$ cat src/rtl/reg_file_dump.sv
// reg_file_dump: byte-strobed register file with a back-pressured dump engine.
// Optional write-to-read bypass compiled in with REGFILE_BYPASS_EN.
module reg_file_dump #(
  parameter int DATA_WIDTH = 32,
  parameter int ADDR_WIDTH = 5,
  parameter int ZERO_REG   = 1
) (
  input  logic                    Clk,
  input  logic                    Reset_n,
  input  logic [ADDR_WIDTH-1:0]   readReg1,
  input  logic [ADDR_WIDTH-1:0]   readReg2,
  output logic [DATA_WIDTH-1:0]   readData1,
  output logic [DATA_WIDTH-1:0]   readData2,
  input  logic                    regWrite,
  input  logic [ADDR_WIDTH-1:0]   writeReg,
  input  logic [DATA_WIDTH-1:0]   writeData,
  input  logic [DATA_WIDTH/8-1:0] writeStrb,
  input  logic                    dumpStart,
  input  logic                    dumpReady,
  output logic                    dumpValid,
  output logic [ADDR_WIDTH-1:0]   dumpAddr,
  output logic [DATA_WIDTH-1:0]   dumpData,
  output logic                    dumpBusy
);

  localparam int DEPTH = 2**ADDR_WIDTH;
  localparam int NB    = DATA_WIDTH/8;
  localparam logic [ADDR_WIDTH-1:0] LAST = ADDR_WIDTH'(DEPTH-1);

  typedef enum logic {IDLE, SEND} state_t;

  logic [DATA_WIDTH-1:0] regs_q [DEPTH];
  state_t                state_q;
  logic [ADDR_WIDTH-1:0] idx_q;
  logic [ADDR_WIDTH-1:0] idx_d;
  logic [DATA_WIDTH-1:0] dump_q;
  logic [DATA_WIDTH-1:0] stored1, stored2;
  logic [DATA_WIDTH-1:0] cap_start, cap_next;
  logic                  wr_ok;

  function automatic logic is_zero(input logic [ADDR_WIDTH-1:0] a);
    return (ZERO_REG != 0) && (a == '0);
  endfunction

  assign wr_ok     = regWrite && !is_zero(writeReg);
  assign stored1   = is_zero(readReg1) ? '0 : regs_q[readReg1];
  assign stored2   = is_zero(readReg2) ? '0 : regs_q[readReg2];
  assign idx_d     = idx_q + ADDR_WIDTH'(1);
  assign cap_start = is_zero('0) ? '0 : regs_q[0];
  assign cap_next  = is_zero(idx_d) ? '0 : regs_q[idx_d];

`ifdef REGFILE_BYPASS_EN
  logic [DATA_WIDTH-1:0] merge1, merge2;

  // Merge in-flight write bytes over the stored values for forwarding.
  always_comb begin
    merge1 = stored1;
    merge2 = stored2;
    for (int b = 0; b < NB; b++) begin
      if (writeStrb[b]) begin
        merge1[8*b +: 8] = writeData[8*b +: 8];
        merge2[8*b +: 8] = writeData[8*b +: 8];
      end
    end
  end

  assign readData1 = (wr_ok && readReg1 == writeReg) ? merge1 : stored1;
  assign readData2 = (wr_ok && readReg2 == writeReg) ? merge2 : stored2;
`else
  assign readData1 = stored1;
  assign readData2 = stored2;
`endif

  // Storage array: byte-strobed write, register 0 optionally hardwired.
  always_ff @(posedge Clk or negedge Reset_n) begin
    if (!Reset_n) begin
      for (int r = 0; r < DEPTH; r++) begin
        regs_q[r] <= '0;
      end
    end else if (wr_ok) begin
      for (int b = 0; b < NB; b++) begin
        if (writeStrb[b]) begin
          regs_q[writeReg][8*b +: 8] <= writeData[8*b +: 8];
        end
      end
    end
  end

  // Dump engine: capture stored (pre-write) value, advance per handshake.
  always_ff @(posedge Clk or negedge Reset_n) begin
    if (!Reset_n) begin
      state_q <= IDLE;
      idx_q   <= '0;
      dump_q  <= '0;
    end else begin
      unique case (state_q)
        IDLE: begin
          if (dumpStart) begin
            state_q <= SEND;
            idx_q   <= '0;
            dump_q  <= cap_start;
          end
        end
        SEND: begin
          if (dumpReady) begin
            if (idx_q == LAST) begin
              state_q <= IDLE;
            end else begin
              idx_q  <= idx_d;
              dump_q <= cap_next;
            end
          end
        end
        default: state_q <= IDLE;
      endcase
    end
  end

  assign dumpValid = (state_q == SEND);
  assign dumpBusy  = (state_q == SEND);
  assign dumpAddr  = idx_q;
  assign dumpData  = dump_q;

endmodule

$ cat config.mk
export PLATFORM = sky130hd
export DESIGN_NAME = reg_file_dump
export DESIGN_NICKNAME = d
export VERILOG_FILES = /design/src/rtl/reg_file_dump.sv
export SDC_FILE = /design/constraint.sdc
export NUM_CORES = 2
export LEC_CHECK = 0
export ABC_AREA = 1
export CORE_MARGIN = 10
export CORE_UTILIZATION = 30
export CTS_BUF_LIST = sky130_fd_sc_hd__clkbuf_16
export CTS_CLUSTER_SIZE = 30
export DETAILED_ROUTE_END_ITERATION = 10
export PLACE_DENSITY_LB_ADDON = 0.12
export SYNTH_ARGS = -nofsm -noshare
export SYNTH_HDL_FRONTEND = slang
export SYNTH_SLANG_ARGS = --single-unit
$ cat constraint.sdc
create_clock -name Clk -period 2 [get_ports Clk]
set_clock_uncertainty 0.15 [all_clocks]
set_input_delay 0.3 -clock Clk [delete_from_list [all_inputs] [get_ports Clk]]
set_output_delay 0.3 -clock Clk [all_outputs]
set_load 0.005 [all_outputs]
==> results.md <==
- IO Pins: 159
- Switching Fraction: 0.4177
- Pwr Density: 1078 nW/um^2
- Fin. max-slew vios: 0
- Wire per inst: about 26 um
- ANT nets after route: 0
- Initial antenna violation count: 12
- Final Instance Count excl. Fillers: 15.53k
- Max Fclk: 0.3639 GHz
- Violated checks: setup timing
- DR vias/cell: roughly 5.6
- Worst Slack Setup Final: -748.0 ps
- Pre-Repair DR Iteration Count: 6
- Critical path class: reg -> out
- Worst-case clock buffer depth: 3
- Yosys reg bits: ~1.1k
- Sw Pwr: 46.99 mW
- Port bufs: 158
- Clk slew on worst S/H paths: 60 ps
- TritonCTS Buffers: 143
- Hold Vio Cnt, Final: 0
- Clock power frac: 0.230
- First-pass GRT wire length: about 570000 um
- Placed cell count: 14.88k
- Syn-to-layout area delta: 50.85%
- DP HPWL: between 200000 and 300000 um
- Via Count: roughly 86k
- Residual DRC: 0
- Vias in the first global route: just over 80k
- Sequential share of power: 0.250
- Pre-CTS WS: -1485 ps
- Fill cells: 23.11k
- Max rail drop VDD: 0.0007069 V
- Pleak: slightly below 50 nW
- Cell Rows: 176
- Die Span X: 500.2 um
- Cell area after layout: 104400 um^2
- Die area: 250200 um^2
- Final WL: 401600 um
- CTS tree: yes
- Fin crit share: 1.374
- Leading area contributor after synthesis: dfrtp_1
- Crit path DAT: 2300 ps
- Status: finished, violations left
- CP Capture Type: output pin
- Largest net degree at the start of global routing: 98
- Later-pin clock latency in the skew report: 860 ps
- Slew headroom: 0.5747
- Syn avg cell area: 6.349 um^2
- Hold WS: 33.41 ps
- Synth area leaders: dfrtp_1, nand2_1, o21ai_0, nand3_1, a21oi_1
- WP data required: 1550 ps
- Post-DP Area: 88850 um^2
- Minimum clock period: about 2700 ps
- Unique cell type count in the Yosys netlist: 27
- Synth top area share: 0.3841
- Cell-internal power: 65.51 mW
- Final setup fails: 103
- Ys Warns: 0
- Post-Route Setup TNS: -55300 ps
- Max_cap viols: 0
- Placer Congestion: 0.9334
- Root buffer cell: clkbuf_16
- RSZ-0062 raised after global routing: true
- Share of cells above drive strength 1: 0.2961
- Die H: 500.2 um
- Worst-path fanout max: 4
- Actual slew at the worst max-slew pin: 637.3 ps
- Net Count, Synth: 10.96k
- Final global-route overflow total: 0
- Mapped Cells: ~11k
- Cell Area, Synth: 69190 um^2
- Core Area: about 230000 um^2
- Seq/Total Area, Yosys: 0.3841
- Flop-to-flop setup slack: -500 ps
- Htree depth: 4
- Initial drt markers: 10.91k
- # clock sinks: 1062
- Crit path launch type: flop
- Combinational Power Share: 0.520
- Final nets: 12.44k
- GRT Overall Usage: 0.3024
- Hold Path Class: in -> async
- Starting density of the core: 0.3012
==> cells in the final DEF, fill, tap and decap left out, types with 10 or more instances in the layout <==
| master | count |
|---|---|
| o21ai_0 | 1369 |
| bufinv_16 | 10 |
| nor2_4 | 128 |
| clkinv_2 | 27 |
| buf_16 | 39 |
| clkdlybuf4s15_1 | 12 |
| nand2_2 | 253 |
| o22ai_1 | 34 |
| buf_2 | 40 |
| o21ai_1 | 258 |
| inv_2 | 78 |
| nand2_4 | 54 |
| dlygate4sd3_1 | 12 |
| buf_12 | 428 |
| a21oi_1 | 436 |
| nand3_2 | 360 |
| nand3_4 | 72 |
| buf_8 | 19 |
| nand3_1 | 1182 |
| nor2_2 | 112 |
| clkinv_1 | 46 |
| buf_4 | 1469 |
| inv_1 | 495 |
| dfrtp_1 | 1056 |
| a21oi_2 | 126 |
| dlygate4sd2_1 | 22 |
| clkdlybuf4s50_1 | 43 |
| clkbuf_16 | 166 |
| nor2_1 | 273 |
| nand2_1 | 3472 |
| o211ai_1 | 79 |
| buf_6 | 168 |
| o21ai_2 | 81 |
==> registers in the layout, summed over array words and instances, names as in the netlist <==
name,count
regs_q,1024
dumpData,32
dumpAddr,5
dumpBusy,1
==> cell usage after synthesis, drive strengths merged <==
library cell  count
or2               4
ha                3
clkbuf          631
a31oi             2
nand4             1
nor3              8
nand2          3780
dfrtp          1062
nor2            513
xor2              2
buf             314
o22ai            38
inv             555
o211ai           79
nand3          1614
nand3b            1
o21ai          1716
a21oi           568
clkinv            7
==> stage by stage <==
stage               power [mW]  utilization
floorplan                45.96            -
global placement         68.28       0.3868
detailed placement       68.50       0.3868
CTS                      104.9       0.4349
finish                   112.5       0.4544
global route             117.0       0.4544
==> worst max-delay path: stages (launching register included) <==
cell	delay (ps)
dfrtp_1	420
or2_4	240
o21ai_2	60
o21ai_1	70
nor2_1	190
nand2_1	140
nor2_2	150
nor2_4	70
buf_2	130
==> power by group through the flow <==
stage / clock [mW] / combinational (mW) / sequential, mW
final: 25.9 / 58.5 / 28.1
after global routing: 27.0 / 61.5 / 28.5
after CTS: 26.2 / 50.8 / 27.9
after detailed placement: 0 / 40.2 / 28.3
after global placement: 0 / 40.1 / 28.2
after floorplan: 0 / 18.3 / 27.6
==> cell type report <==
type | instances | area, um^2 | area share
diodes | 4 | 10.01 | 0.00009590
inverters | 562 | 2213 | 0.02121
repair buffers | 2278 | 24550 | 0.2352
flip-flops and latches | 1062 | 26590 | 0.2547
repair inverters | 1 | 30.03 | 0.0002877
clock buffers | 146 | 3654 | 0.03500
well taps | 3026 | 3786 | 0.03628
clock inverters | 117 | 842.1 | 0.008068
multi-input cells | 8329 | 42700 | 0.4092
==> routing by layer <==
metal  part of all wire  vias up  track usage  wire [um]
li1                   -    38771            -          -
met1               0.41    41527       0.4028     164900
met2               0.44     4876       0.4646     175900
met3              0.092     1035      0.05842      36760
met4              0.060        6       0.1568      23960
met5           0.000097        -            0         39
==> final timing paths <==
| kind | start | end | cells past startpoint |
|---|---|---|---|
| setup / recovery | regs_q[510] | readData2[30] | 8 |
| hold / removal | Reset_n | regs_q[200] | 3 |
| setup reg to reg | dumpAddr[0] | dumpData[19] | 16 |
| hold reg to reg | regs_q[1003] | regs_q[1003] | 0 |
| max in group asynchronous | Reset_n | regs_q[252] | 4 |
| min in group Clk | writeData[8] | regs_q[232] | 4 |
==> kinds of logic after synthesis <==
family / count (synthesis) / share of synthesized area
AOI/OAI and AO/OA: 2403 / 0.1774
and+or+nand+nor: 5921 / 0.3519
buffers and inverters: 1507 / 0.08586
adders and majority gates: 3 / 0.0005426
DFF: 1062 / 0.3841
xor gates and xnor gates: 2 / 0.0002532
==> timing repair <==
item / 4_1_cts / 5_1_grt
buffers inserted: 293 / 132
resized for setup: 1566 / 949
pin swaps: 510 / 576
hold buffers: 12 / 1
setup endpoints to repair: 319 / 328
gates cloned: 27 / 21
hold endpoints to repair: 1076 / 1
Note: power is estimated with default switching activity, not from simulation.
